===== config.mk =====
export PLATFORM = sky130hd
export DESIGN_NAME = unified_mem_arbiter_flat
export DESIGN_NICKNAME = d
export VERILOG_FILES = /design/src/rtl/mem_arb_pkg.sv /design/src/rtl/unified_mem_arbiter_if.sv /design/src/rtl/mem_arb_timer.sv /design/src/rtl/unified_mem_arbiter.sv /design/src/flat_wrapper.sv
export SDC_FILE = /design/constraint.sdc
export NUM_CORES = 1
export LEC_CHECK = 0
export BUFFER_PORTS_ARGS = -buffer_cell sky130_fd_sc_hd__buf_2
export CAP_MARGIN = 0
export CORE_ASPECT_RATIO = 0.5
export CORE_MARGIN = 2
export CORE_UTILIZATION = 40
export CTS_CLUSTER_DIAMETER = 120
export CTS_CLUSTER_SIZE = 14
export DETAILED_ROUTE_END_ITERATION = 6
export PLACE_DENSITY = 0.74
export SLEW_MARGIN = 25
export SYNTH_ARGS = -nofsm -noshare
export SYNTH_HDL_FRONTEND = slang
export SYNTH_SLANG_ARGS = --single-unit

===== constraint.sdc =====
create_clock -name clk -period 2.1 [get_ports clk]
set_input_delay 0.42 -clock clk [delete_from_list [all_inputs] [get_ports clk]]
set_output_delay 0.42 -clock clk [all_outputs]
set_load 0.03 [all_outputs]

===== src/rtl/mem_arb_pkg.sv =====
// Shared types and constants for the unified instruction/data memory arbiter.
package mem_arb_pkg;

  typedef enum logic [1:0] {
    IDLE = 2'd0,
    BUSY = 2'd1,
    RESP = 2'd2
  } state_e;

  typedef enum logic {
    OWN_IF = 1'b0,
    OWN_DM = 1'b1
  } owner_e;

  // Read data handed back to the owner when the backing memory never answers.
  localparam logic [31:0] ERR_RDATA = 32'h0;

endpackage


===== src/rtl/unified_mem_arbiter_if.sv =====
// Bus bundle between the CPU ports, the arbiter and the backing memory.
// slave = arbiter side, master = CPU/memory environment side.
interface unified_mem_arbiter_if #(
  parameter int ADDR_W = 32,
  parameter int DATA_W = 32
);
  // instruction-fetch port
  logic              if_req;
  logic [ADDR_W-1:0] if_addr;
  logic [DATA_W-1:0] if_rdata;
  logic              if_valid;
  // data-memory port
  logic              dm_req;
  logic              dm_we;
  logic [ADDR_W-1:0] dm_addr;
  logic [DATA_W-1:0] dm_wdata;
  logic [DATA_W-1:0] dm_rdata;
  logic              dm_valid;
  // backing memory
  logic              mem_req;
  logic              mem_we;
  logic [ADDR_W-1:0] mem_addr;
  logic [DATA_W-1:0] mem_wdata;
  logic [DATA_W-1:0] mem_rdata;
  logic              mem_ack;
  // hazard / status
  logic              stall_if;
  logic              stall_mem;
  logic              err;

  modport slave (
    input  if_req, if_addr, dm_req, dm_we, dm_addr, dm_wdata, mem_rdata, mem_ack,
    output if_rdata, if_valid, dm_rdata, dm_valid, mem_req, mem_we, mem_addr, mem_wdata,
           stall_if, stall_mem, err
  );

  modport master (
    output if_req, if_addr, dm_req, dm_we, dm_addr, dm_wdata, mem_rdata, mem_ack,
    input  if_rdata, if_valid, dm_rdata, dm_valid, mem_req, mem_we, mem_addr, mem_wdata,
           stall_if, stall_mem, err
  );
endinterface


===== src/rtl/mem_arb_timer.sv =====
// Saturating up-counter with clear/enable; tc flags that the count sits at MAX.
module mem_arb_timer #(
  parameter int MAX = 4
) (
  input  logic clk,
  input  logic rst,
  input  logic clr,
  input  logic en,
  output logic tc
);
  localparam int W = $clog2(MAX + 1);
  localparam logic [W-1:0] MAX_V = W'(MAX);

  logic [W-1:0] cnt_q, cnt_d;

  // clear has priority; counting stops once MAX is reached
  always_comb begin
    cnt_d = cnt_q;
    if (clr)                      cnt_d = '0;
    else if (en && cnt_q != MAX_V) cnt_d = cnt_q + 1'b1;
  end

  // count register
  always_ff @(posedge clk) begin
    if (rst) cnt_q <= '0;
    else     cnt_q <= cnt_d;
  end

  assign tc = (cnt_q == MAX_V);
endmodule


===== src/rtl/unified_mem_arbiter.sv =====
// Shares one single-ported memory between IF (read-only) and MEM (read/write).
// DM wins by default; IF is forced through after STARVE_LIMIT DM grants made
// while it was waiting. Transactions that see no ack within TIMEOUT cycles
// complete with zero data and set a sticky err.
module unified_mem_arbiter
  import mem_arb_pkg::*;
#(
  parameter int STARVE_LIMIT = 4,
  parameter int TIMEOUT      = 64,
  parameter int ADDR_W       = 32,
  parameter int DATA_W       = 32
) (
  input  logic                 clk,
  input  logic                 rst,
  unified_mem_arbiter_if.slave bus
);
  localparam logic [ADDR_W-1:0] ALIGN_MASK = ~ADDR_W'(3);

  state_e            state_q, state_d;
  owner_e            owner_q, owner_d;
  logic              mem_req_q, mem_req_d;
  logic              mem_we_q, mem_we_d;
  logic [ADDR_W-1:0] mem_addr_q, mem_addr_d;
  logic [DATA_W-1:0] mem_wdata_q, mem_wdata_d;
  logic [DATA_W-1:0] if_rdata_q, if_rdata_d;
  logic [DATA_W-1:0] dm_rdata_q, dm_rdata_d;
  logic              if_valid_q, if_valid_d;
  logic              dm_valid_q, dm_valid_d;
  logic              err_q, err_d;

  logic              if_grant, dm_grant, to_tc, starve_tc;
  logic [ADDR_W-1:0] sel_addr;

  // grant decision only matters in IDLE; starved IF overrides DM priority
  assign if_grant = (state_q == IDLE) && bus.if_req && (!bus.dm_req || starve_tc);
  assign dm_grant = (state_q == IDLE) && bus.dm_req && !if_grant;
  assign sel_addr = if_grant ? bus.if_addr : bus.dm_addr;

  // index of the BUSY cycle; terminal at TIMEOUT-1
  mem_arb_timer #(.MAX(TIMEOUT - 1)) u_timeout (
    .clk (clk),
    .rst (rst),
    .clr (state_q != BUSY),
    .en  (state_q == BUSY),
    .tc  (to_tc)
  );

  // DM grants taken while IF was waiting
  mem_arb_timer #(.MAX(STARVE_LIMIT)) u_starve (
    .clk (clk),
    .rst (rst),
    .clr (if_grant),
    .en  (dm_grant && bus.if_req),
    .tc  (starve_tc)
  );

  // next-state and datapath: grant in IDLE, wait for ack/timeout in BUSY, pulse valid in RESP
  always_comb begin
    state_d     = state_q;
    owner_d     = owner_q;
    mem_req_d   = mem_req_q;
    mem_we_d    = mem_we_q;
    mem_addr_d  = mem_addr_q;
    mem_wdata_d = mem_wdata_q;
    if_rdata_d  = if_rdata_q;
    dm_rdata_d  = dm_rdata_q;
    if_valid_d  = 1'b0;
    dm_valid_d  = 1'b0;
    err_d       = err_q;
    case (state_q)
      IDLE: begin
        if (if_grant || dm_grant) begin
          owner_d    = if_grant ? OWN_IF : OWN_DM;
          mem_req_d  = 1'b1;
          mem_we_d   = dm_grant && bus.dm_we;
          mem_addr_d = sel_addr & ALIGN_MASK;
          if (dm_grant) mem_wdata_d = bus.dm_wdata;
          state_d    = BUSY;
        end
      end
      BUSY: begin
        // an ack coinciding with the terminal count still wins
        if (bus.mem_ack || to_tc) begin
          mem_req_d = 1'b0;
          mem_we_d  = 1'b0;
          state_d   = RESP;
          if (!bus.mem_ack) err_d = 1'b1;
          if (owner_q == OWN_IF) begin
            if_valid_d = 1'b1;
            if_rdata_d = bus.mem_ack ? bus.mem_rdata : DATA_W'(ERR_RDATA);
          end else begin
            dm_valid_d = 1'b1;
            if (!bus.mem_ack)    dm_rdata_d = DATA_W'(ERR_RDATA);
            else if (!mem_we_q)  dm_rdata_d = bus.mem_rdata;
          end
        end
      end
      RESP:    state_d = IDLE;
      default: state_d = IDLE;
    endcase
  end

  // state and output registers
  always_ff @(posedge clk) begin
    if (rst) begin
      state_q     <= IDLE;
      owner_q     <= OWN_IF;
      mem_req_q   <= 1'b0;
      mem_we_q    <= 1'b0;
      mem_addr_q  <= '0;
      mem_wdata_q <= '0;
      if_rdata_q  <= '0;
      dm_rdata_q  <= '0;
      if_valid_q  <= 1'b0;
      dm_valid_q  <= 1'b0;
      err_q       <= 1'b0;
    end else begin
      state_q     <= state_d;
      owner_q     <= owner_d;
      mem_req_q   <= mem_req_d;
      mem_we_q    <= mem_we_d;
      mem_addr_q  <= mem_addr_d;
      mem_wdata_q <= mem_wdata_d;
      if_rdata_q  <= if_rdata_d;
      dm_rdata_q  <= dm_rdata_d;
      if_valid_q  <= if_valid_d;
      dm_valid_q  <= dm_valid_d;
      err_q       <= err_d;
    end
  end

  assign bus.mem_req   = mem_req_q;
  assign bus.mem_we    = mem_we_q;
  assign bus.mem_addr  = mem_addr_q;
  assign bus.mem_wdata = mem_wdata_q;
  assign bus.if_rdata  = if_rdata_q;
  assign bus.dm_rdata  = dm_rdata_q;
  assign bus.if_valid  = if_valid_q;
  assign bus.dm_valid  = dm_valid_q;
  assign bus.err       = err_q;
  // stalls drop in the valid cycle so the pipeline advances exactly once
  assign bus.stall_if  = bus.if_req & ~if_valid_q;
  assign bus.stall_mem = bus.dm_req & ~dm_valid_q;
endmodule

===== src/flat_wrapper.sv =====
// flat-port wrapper written by rule: the top's interface ports become plain ports
module unified_mem_arbiter_flat import mem_arb_pkg::*;
#(
  parameter int STARVE_LIMIT = 4,
  parameter int TIMEOUT      = 64,
  parameter int ADDR_W       = 32,
  parameter int DATA_W       = 32
)
  (clk, rst, bus_if_req, bus_if_addr, bus_dm_req, bus_dm_we, bus_dm_addr, bus_dm_wdata, bus_mem_rdata, bus_mem_ack, bus_if_rdata, bus_if_valid, bus_dm_rdata, bus_dm_valid, bus_mem_req, bus_mem_we, bus_mem_addr, bus_mem_wdata, bus_stall_if, bus_stall_mem, bus_err);
  unified_mem_arbiter_if #(.ADDR_W(ADDR_W), .DATA_W(DATA_W)) bus_i ();
  input  logic clk;
  input  logic rst;
  input wire logic [$bits(bus_i.if_req)-1:0] bus_if_req;
  input wire logic [$bits(bus_i.if_addr)-1:0] bus_if_addr;
  input wire logic [$bits(bus_i.dm_req)-1:0] bus_dm_req;
  input wire logic [$bits(bus_i.dm_we)-1:0] bus_dm_we;
  input wire logic [$bits(bus_i.dm_addr)-1:0] bus_dm_addr;
  input wire logic [$bits(bus_i.dm_wdata)-1:0] bus_dm_wdata;
  input wire logic [$bits(bus_i.mem_rdata)-1:0] bus_mem_rdata;
  input wire logic [$bits(bus_i.mem_ack)-1:0] bus_mem_ack;
  output wire logic [$bits(bus_i.if_rdata)-1:0] bus_if_rdata;
  output wire logic [$bits(bus_i.if_valid)-1:0] bus_if_valid;
  output wire logic [$bits(bus_i.dm_rdata)-1:0] bus_dm_rdata;
  output wire logic [$bits(bus_i.dm_valid)-1:0] bus_dm_valid;
  output wire logic [$bits(bus_i.mem_req)-1:0] bus_mem_req;
  output wire logic [$bits(bus_i.mem_we)-1:0] bus_mem_we;
  output wire logic [$bits(bus_i.mem_addr)-1:0] bus_mem_addr;
  output wire logic [$bits(bus_i.mem_wdata)-1:0] bus_mem_wdata;
  output wire logic [$bits(bus_i.stall_if)-1:0] bus_stall_if;
  output wire logic [$bits(bus_i.stall_mem)-1:0] bus_stall_mem;
  output wire logic [$bits(bus_i.err)-1:0] bus_err;
  assign bus_i.if_req = bus_if_req;
  assign bus_i.if_addr = bus_if_addr;
  assign bus_i.dm_req = bus_dm_req;
  assign bus_i.dm_we = bus_dm_we;
  assign bus_i.dm_addr = bus_dm_addr;
  assign bus_i.dm_wdata = bus_dm_wdata;
  assign bus_i.mem_rdata = bus_mem_rdata;
  assign bus_i.mem_ack = bus_mem_ack;
  assign bus_if_rdata = bus_i.if_rdata;
  assign bus_if_valid = bus_i.if_valid;
  assign bus_dm_rdata = bus_i.dm_rdata;
  assign bus_dm_valid = bus_i.dm_valid;
  assign bus_mem_req = bus_i.mem_req;
  assign bus_mem_we = bus_i.mem_we;
  assign bus_mem_addr = bus_i.mem_addr;
  assign bus_mem_wdata = bus_i.mem_wdata;
  assign bus_stall_if = bus_i.stall_if;
  assign bus_stall_mem = bus_i.stall_mem;
  assign bus_err = bus_i.err;
  unified_mem_arbiter #(.STARVE_LIMIT(STARVE_LIMIT), .TIMEOUT(TIMEOUT), .ADDR_W(ADDR_W), .DATA_W(DATA_W)) u_core (.clk(clk), .rst(rst), .bus(bus_i));
endmodule

**Word level (Yosys, flattened, before mapping)**

Index checks and enable logic that the tools add are counted.

- Add/subtract/negate cells: 2
- $mul: 0
- Divide/modulo/power cells: 0
- $lt $le $gt $ge: 0
- Eq/ne operators: 9
- Shifts and indexed selects: 0
- Multiplexer cells: 15
- Bitwise gates (word level): 8
- Reduce and logical (&&, ||, !) cells: 25

Operators with widths:

| kind | count |
|---|---|
| 2-to-1 mux 32 bit | 4 |
| AND reduction 3 bit | 4 |
| logical AND 1 bit | 8 |
| adder 6 x 1 -> 6 bit, second input constant | 1 |
| == test 6 bit, second input constant | 1 |
| 2-to-1 mux 1 bit | 6 |
| != test 6 bit, second input constant | 1 |
| inverter 1 bit | 6 |
| 2-to-1 mux 2 bit | 2 |
| != test 2 x 1 -> 1 bit, second input constant | 2 |
| != test 2 bit, second input constant | 2 |
| one-hot mux 1 bit (2 select lines) | 2 |
| one-hot mux 2 bit (2 select lines) | 1 |
| AND reduction 2 bit | 2 |
| AND reduction 4 bit | 1 |
| OR reduction 2 bit | 2 |
| adder 3 x 1 -> 3 bit, second input constant | 1 |
| == test 3 bit, second input constant | 1 |
| logical OR 1 bit | 3 |
| != test 3 bit, second input constant | 1 |
| OR reduction 3 bit | 1 |
| AND 1 bit | 2 |
| == test 2 x 1 -> 1 bit, second input constant | 1 |
| zero test 1 bit | 2 |
| 2 further kinds | 2 |

- Register bits after elaboration: 143
- Bits in latches: 0
- RAM bits: 0
- Memory bits (read-only): 0
- Bits of input ports: 134
- Output and inout port bits: 135
- Word-level logic and storage cells: 72
- Memories kept: 0

**Logic depth before layout (Yosys ltp)**

Gate-level depths: netlist of run 1.

- Word-level depth: 8
- Depth in mapped cells: 6
- Depth with buffers taken out: 5

**Cells and area by module**

A second synthesis of run 1 with hierarchy kept.

- Cells, all modules: 679
- Area total of the unflattened synthesis: 5,670.4 um2

By module, submodules not included:

| module | instances | cells each | area an instance (um2) | seq. area each (um2) |
|---|---|---|---|---|
| unified_mem_arbiter | 1 | 629 | 5,190.0 | 2,682.6 |
| mem_arb_timer at u_core.u_timeout | 1 | 32 | 292.8 | 120.1 |
| mem_arb_timer at u_core.u_starve | 1 | 18 | 187.7 | 60.1 |

**Least setup slack after synthesis of run 1**

No wires, ideal clock.

- Kind: input -> register
- Start point: in bus_if_req
- End point: reg u_core.mem_addr_q[10] (netlist: u_core.bus.mem_addr[10])
- Setup time: 0.103 ns
- Data arrival time: 1.692 ns
- Required time: 1.997 ns
- Slack: 0.304 ns
- Stages on the path: 6
- Path buffers: 3
- Cell sequence: buf_4 or3b_1 buf_2 or2_4 buf_6 a2111oi_2

- Word-level cells in the longest chain between the ends: 6
- Elaborated cells between the ends (all ways): 7
- Classes of those cells: mux (1); reduce/logical (6)

RTL lines:

| element | RTL line | RTL |
|---|---|---|
| from (decl) | flat_wrapper.sv:13 | `input wire logic [$bits(bus_i.if_req)-1:0] bus_if_req;` |
| logical AND 1 bit (*) (2 in series) | unified_mem_arbiter.sv:35 | `assign if_grant = (state_q == IDLE) && bus.if_req && (!bus.dm_req \|\| starve_tc);` |
| zero test 1 bit | unified_mem_arbiter.sv:36 | `assign dm_grant = (state_q == IDLE) && bus.dm_req && !if_grant;` |
| logical AND 1 bit | unified_mem_arbiter.sv:36 |  |
| logical OR 1 bit | unified_mem_arbiter.sv:72 | `if (if_grant \|\| dm_grant) begin` |
| AND reduction 2 bit (no source line) | - |  |
| to (signal assigned) | unified_mem_arbiter.sv:122 | `mem_addr_q <= mem_addr_d;` |
| to (decl) | unified_mem_arbiter.sv:23 | `logic [ADDR_W-1:0] mem_addr_q, mem_addr_d;` |

Mark *: on every way between the ends. The rest lies on a longest branch, timed or not.
A chain may end at the register's enable or synchronous reset.

**Worst setup path in the final report of run 1**

- Start point: reg u_core.state_q[1]
- End point: reg u_core.mem_addr_q[30] (netlist: u_core.bus.mem_addr[30])

- Word-level cells in the longest chain between the ends: 7
- Elaborated cells between the ends (all ways): 9
- Classes of those cells: mux (1); reduce/logical (8)

RTL lines:

| element | RTL line | RTL |
|---|---|---|
| from (decl) | unified_mem_arbiter.sv:19 | `state_e state_q, state_d;` |
| from (signal assigned) | unified_mem_arbiter.sv:118 | `state_q <= state_d;` |
| zero test 2 bit (*) | unified_mem_arbiter.sv:35, unified_mem_arbiter.sv:36, unified_mem_arbiter.sv:70 |  |
| logical AND 1 bit (2 in series) | unified_mem_arbiter.sv:35 |  |
| zero test 1 bit | unified_mem_arbiter.sv:36 |  |
| logical AND 1 bit | unified_mem_arbiter.sv:36 |  |
| logical OR 1 bit | unified_mem_arbiter.sv:72 |  |
| AND reduction 2 bit (no source line) | - |  |

Marks and branches as above.

==> metrics.md, run 1 <==
| Metric | Value |
|---|---|
| Clk sink count | 143 |
| CORE AREA | 16400 sq um |
| Synth cell count leaders | 143 x dfxtp_1, 132 x nand3_1, 79 x clkbuf_1, 72 x o21ai_0, 69 x a21oi_1 |
| Total CTS buffers | 17 |
| Post-synthesis sequential area ratio | 42.9% |
| Synthesis warning total | 0 |
| Clock buffer depth | 2 |
| Die Span Y | 95.3 um |
| Clock skew | 0.0104 ns |
| Slowest CP cell | or2_2 |
| Critical Path Sink Type | register |
| Grt peak-use layer | met2 |
| Slew Limit Fails | 0 |
| Root Buffer | clkbuf_16 |
| Setup TNS Final | 0 ns |
| IO buf count | 262 |
| Clock slew at reported path FFs | 0.07 ns |
| Async S/R FF share, synth | 0% |
| Hold Vio Cnt, Final | 0 |
| Power Density | 851 nW/um^2 |
| Syn Area/Cell | 8.37 sq um |
| Slew Limit Headroom | 54.0% |
| HP Class | in -> reg |
| Syn Inst Count | 797 |
| Die width | 187 um |
| Hpwl dp | 14200 um |
| Initial antenna violation count | 0 |
| Unrepaired setup endpoints after global routing | false |
| Final WS setup | 0.331 ns |
| Routed WL per cell | 17.1 um |
| Initial drt markers | 524 |
| Top cell type's share of synthesized area | 42.9% |
| EDFF count, synth | 0 |
| Layout cells sized above 1 | 35.6% |
| Vias/cell | 5.75 |
| Synthesized cell area | 6670 sq um |
| Worst Max-Slew Pin Slew | 0.686 ns |
| Top Ports | 269 |
| CP peak stage delay | 0.57 ns |
| WP data required | 2.40 ns |
| Hold Worst Slack | 0.245 ns |
| Vias in the first global route | 6626 |
| Global Route met3 Usage | 5.01% |
| Fmax | 565 MHz |
| Area leader, netlist | dfxtp_1 |
| Tcrit/Tclk final | 84.3% |
| Initial core utilization | 40.8% |
| CP Max Fanout | 32 |
| Via count | 7188 |
| Diodes inserted | 0 |
| Final wirelength | 21300 um |
| CP arrival | 2.07 ns |
| Main area contributors after synthesis | dfxtp_1 43%, nand3_1 9.9%, a2111oi_2 6.7% |
| Met2 Resource Use GR | 39.7% |
| Die area | 17800 sq um |
| CTS HTree Levels | 4 |
| Congestion Overflow GR | 0 |
| Clock Latency Late Sink | 0.42 ns |
| Largest net degree at the start of global routing | 38 |
| Worst Setup Start Kind | register |
| Routability congestion estimate | 0.800 |
| Pleak | 3.64 nW |
| Status | complete, no violations |
| Post-synth cell types | 38 |
| Hold-fix buffer count after cts | 0 |
| Crit Path Class | reg -> reg |
| Layout Nets | 1148 |
| Synth Flop Type | dfxtp_1 |
| First-pass GRT wire length | 34100 um |
| Pre-CTS setup slack | 0.129 ns |
| Crit path cell chain | buf_4 > or2_2 > nor3_1 > a2111oi_2 |
| Most frequent cell after synthesis | dfxtp_1 |
| First drt pass iteration count | 5 |
| TritonCTS clock tree | built |
| Drc violations | 0 |
| Standard-cell rows | 33 |
| Grt met1 use | 29.7% |
| GRT Util Overall | 23.4% |
| Final Critical Period | 1.77 ns |
| Final ANT Viol Nets | 0 |
| Max_cap viols | 0 |
| Final setup fails | 0 |
| Post-synthesis register bit count | 143 |
| Worst vdd ir | 0.605 mV |
| Layout Area Growth over Synthesis | 30.6% |
## metrics by stage
stage	instance area (sq um)	total power [W]	utilization (%)	std cells
6_report	8720	0.00742	53.3	1250
3_3_place_gp	8140	0.00445	49.8	1219
3_5_place_dp	8140	0.00449	49.8	1219
4_1_cts	8720	0.00748	53.3	1250
2_1_floorplan	6680	0.00400	-	798
5_1_grt	8720	0.00773	53.3	1250
## path summary, 6_finish.rpt
kind	from	cells past startpoint	slack (ns)	to
max	u_core.state_q[1]	4	0.33	u_core.bus.mem_addr[30]
max reg2reg	u_core.state_q[1]	4	0.33	u_core.bus.mem_addr[30]
min reg2reg	u_core.bus.mem_wdata[18]	2	0.47	u_core.bus.mem_wdata[18]
min	bus_mem_rdata[5]	3	0.24	u_core.bus.if_rdata[5]
## registers in the layout (all words and copies together) (netlist names), 2 cells and up
register                cells
u_core.u_starve.cnt_q       3
u_core.u_timeout.cnt_q      6
u_core.bus.mem_wdata       32
u_core.bus.mem_addr        30
u_core.bus.if_rdata        32
u_core.bus.dm_rdata        32
u_core.state_q              2
## critical path, delay by kind of cell, from the launching register on
| family | cells | cell delay [ns] |
|---|---|---|
| compound gates | 1 | 0.40 |
| buf+inv | 1 | 0.19 |
| flops | 1 | 0.35 |
| simple gates | 2 | 0.71 |
## layer usage
metal,up-vias,share of wire [%]
met3,43,5.4
met5,-,0
met1,3471,44
met4,0,2.4
met2,250,48
li1,3424,-
## cell families after synthesis
kind of cell	Yosys count	synth area share, %
adder cells (fa/ha/maj)	3	0.562
flip-flops	143	42.9
AND/OR/NAND/NOR	303	23.4
buffers and inverters	103	6.43
AO/OA/AOI/OAI	243	26.5
multiplexers	1	0.150
other	1	0.0562
## repair_timing
item,CTS,global route
endpoints found under the hold margin,0,0
buffers inserted,0,0
gates resized for setup,0,1
setup endpoints to repair,0,9
## placed cells by master (no fill, tap or decap), types with 2 or more instances in the layout
cell type / count
nor2_1: 2
clkbuf_16: 17
bufinv_16: 2
o21ai_0: 72
clkinvlp_4: 5
nor3b_1: 4
or2_2: 2
a21oi_1: 69
a2111oi_2: 30
clkinv_4: 3
buf_2: 261
ha_1: 3
o2111ai_1: 32
nor2_2: 2
a31oi_1: 4
buf_4: 29
dfxtp_1: 143
nand3b_1: 3
nand2_1: 42
conb_1: 2
nor3_1: 65
nand3_1: 132
a32oi_1: 32
nor2b_1: 34
nand4_1: 5
inv_1: 5
## report_power, final
group          internal (W)  leakage (nW)  switching (W)
clock               0.00178         0.268        0.00121
sequential          0.00289          1.17      0.0000977
combinational      0.000461          2.20       0.000976
## cell type report
cell class              instances  area [sq um]
inverters                       6          22.5
fillers                      1559          7630
flip-flops and latches        143          2860
multi-input cells             552          3420
well taps                     227           284
clock inverters                12           138
repair buffers                291          1540
clock buffers                  19           443
No activity file was read; power rests on OpenSTA's default activity.
==> run 2: changes to the inputs <==
--- a/config.mk
+++ b/config.mk
@@ -13,7 +13,7 @@
 export CTS_CLUSTER_DIAMETER = 120
 export CTS_CLUSTER_SIZE = 14
 export DETAILED_ROUTE_END_ITERATION = 6
-export PLACE_DENSITY = 0.74
+export PLACE_DENSITY = 0.77
 export SLEW_MARGIN = 25
 export SYNTH_ARGS = -nofsm -noshare
 export SYNTH_HDL_FRONTEND = slang
==> constraint.sdc (replaced) <==
create_clock -name clk -period 1.6 [get_ports clk]
set_input_delay 0.32 -clock clk [delete_from_list [all_inputs] [get_ports clk]]
set_output_delay 0.32 -clock clk [all_outputs]
set_load 0.03 [all_outputs]
==> run 2 against run 1 <==
  * The run now ends with negative setup slack left
  * Via count increased by 4.0%
  * Setup slack got worse by 0.39 ns
  * Sequential power grew 31%
  * Core utilization is 5.5 points higher
  * Register-to-register slack got worse by 0.39 ns
  * Non-clock buffer count is 30 higher
  * Critical path depth unchanged
  * Total power up 41%
  * Critical endpoint is now u_core.bus.mem_addr[18]
  * Largest cell class unchanged
  * Largest power group is now the clock network
==> metrics.md, run 2 (synthesized netlist as in run 1, its figures left out) <==
| Metric | Value |
|---|---|
| CTS HTree Levels | 4 (unchanged) |
| Final WS setup | -0.0560 ns (-0.387 ns) |
| Hold Vio Cnt, Final | 0 (unchanged) |
| Die Span Y | 95.3 um (unchanged) |
| CORE AREA | 16400 sq um (unchanged) |
| CP bufs+invs | 1 (unchanged) |
| Cell depth of the worst setup path | 4 (unchanged) |
| Clock slew at reported path FFs | 0.06 ns (about the same) |
| Clock buffer depth | 2 (unchanged) |
| Final non-filler cell total | 1281 (+2.5%) |
| Final Critical Period | 1.66 ns (-0.113 ns) |
| First drt pass iteration count | 5 (unchanged) |
| Crit Path Class | reg -> reg |
| Clk sink count | 143 (unchanged) |
| Pleak | 3.98 nW (+9.4%) |
| Worst vdd ir | 0.711 mV (+18%) |
| Failing checks | negative setup slack |
| Slew Limit Fails | 0 (unchanged) |
| Diodes inserted | 0 (unchanged) |
| Die area | 17800 sq um (unchanged) |
| Placed Cells | 1238 (+1.6%) |
| Slowest CP cell | or3b_4 |
| Initial antenna violation count | 0 (unchanged) |
| Cell family with most CP delay | simple AND/OR/NAND/NOR gates |
| Congestion Overflow GR | 0 (unchanged) |
| Layout Area Growth over Synthesis | 44.0% |
| TritonCTS clock tree | built |
| Layout cells sized above 1 | 39.5% (+3.9 points) |
| Standard-cell rows | 33 (unchanged) |
| Commonest non-fill, non-tap cell in the layout | buf_2 |
| Status | complete, but fails checks |
| Routability congestion estimate | 0.818 (+2.2%) |
| Vias/cell | 5.83 (+1.4%) |
| Most frequent cells in the layout | 261 x buf_2, 141 x dfxtp_1, 130 x nand3_1 |
| Pre-CTS setup slack | -0.0887 ns (-0.217 ns) |
| CP arrival | 1.95 ns (-0.12 ns) |
| CP Max Fanout | 12 (-63%) |
| Top Ports | 269 (unchanged) |
| Total CTS buffers | 17 (unchanged) |
| IO buf count | 262 (unchanged) |
| WP data required | 1.89 ns (-0.51 ns) |
| Hold Path Stages | 3 (unchanged) |
| Die width | 187 um (unchanged) |
| Fmax | 604 MHz (+6.9%) |
| Initial drt markers | 615 (+17%) |
| Worst Max-Slew Pin Slew | 0.759 ns (+0.0730 ns) |
| Initial core utilization | 40.8% (unchanged) |
| Worst Setup Start Kind | register |
| CP peak stage delay | 0.37 ns (-0.20 ns) |
| Max_cap viols | 0 (unchanged) |
| Clock Latency Late Sink | 0.42 ns (about the same) |
| Unrepaired setup endpoints after global routing | true |
| Vias in the first global route | 6848 (+3.4%) |
| Total Power | 0.0104 W (+41%) |
| Routed WL per cell | 18.1 um (+6.2%) |
| HP Class | in -> reg |
| Slew Limit Headroom | 49.2% (-4.9 points) |
| Drc violations | 0 (unchanged) |
| Crit path cell chain | or3b_4 > or2_4 > buf_12 > a2111oi_2 |
| Hpwl dp | 14800 um (+3.7%) |
| Power Density | 1090 nW/um^2 (+28%) |
| Root Buffer | clkbuf_16 |
| GRT Util Overall | 23.9% (+0.48 points) |
| Layout Utilization | 58.8% (+5.5 points) |
| Final wirelength | 23200 um (+8.8%) |
| R2R cell count | 4 (unchanged) |
| Largest net degree at the start of global routing | 67 (+76%) |
| Via count | 7472 (+4.0%) |
| Final setup fails | 2 (+2) |
| Layout Nets | 1178 (+2.6%) |
| Clock skew | 0.0129 ns (+0.00252 ns) |
| Final ANT Viol Nets | 0 (unchanged) |
| Tcrit/Tclk final | 104% (+19 points) |
| Critical Path Sink Type | register |
| First-pass GRT wire length | 34600 um (+1.3%) |
[run 2: stage by stage]
step / TNS (ns) / hold slack [ns] / cell area (sq um)
after floorplan: -1.88 / 0.449 / 6740
after global placement: -0.745 / 0.458 / 8440
after detailed placement: -1.27 / 0.456 / 8440
after CTS: -0.00179 / 0.135 / 9120
after global routing: -1.25 / 0.137 / 9610
final: -0.0614 / 0.148 / 9610
[run 2: layout make-up]
class | instances | area [sq um]
Inverter | 6 | 22.5
Multi-Input combinational cell | 552 | 3770
Clock buffer | 20 | 447
Fill cell | 1472 | 6740
Clock inverter | 12 | 184
Timing Repair Buffer | 321 | 2040
Tap cell | 227 | 284
Sequential cell | 143 | 2870
[run 2: repair_timing]
item                       4_1_cts  5_1_grt
gates cloned                     1        8
hold buffers                     0        0
resized for setup                7       73
pin swaps                        1       16
setup endpoints to repair       41       90
setup buffers                    1        1
[run 2: final timing paths]
path                           from                       end  slack, ns
setup reg to reg  u_core.state_q[0]   u_core.bus.mem_addr[18]      -0.06
hold reg to reg      u_core.bus.err            u_core.bus.err       0.47
hold / removal     bus_dm_wdata[22]  u_core.bus.mem_wdata[22]       0.15
setup / recovery  u_core.state_q[0]   u_core.bus.mem_addr[18]      -0.06
[run 2: metal layers]
metal,global-route usage [%],wire length (um),vias up
met5,0,0,-
met3,5.15,1680,52
li1,-,-,3492
met1,30.2,9590,3588
met4,10.2,611,0
met2,40.1,11300,340
[run 2: power by group]
part           internal (W)  total [W]  switching, W
registers           0.00380    0.00393      0.000135
logic              0.000806    0.00222       0.00141
clock network       0.00267    0.00428       0.00161
total               0.00728     0.0104       0.00316
[run 2: worst min-delay path, stage by stage]
cell and delay (ns):
buf_2 0.09, nand3_1 0.05, a21oi_1 0.05
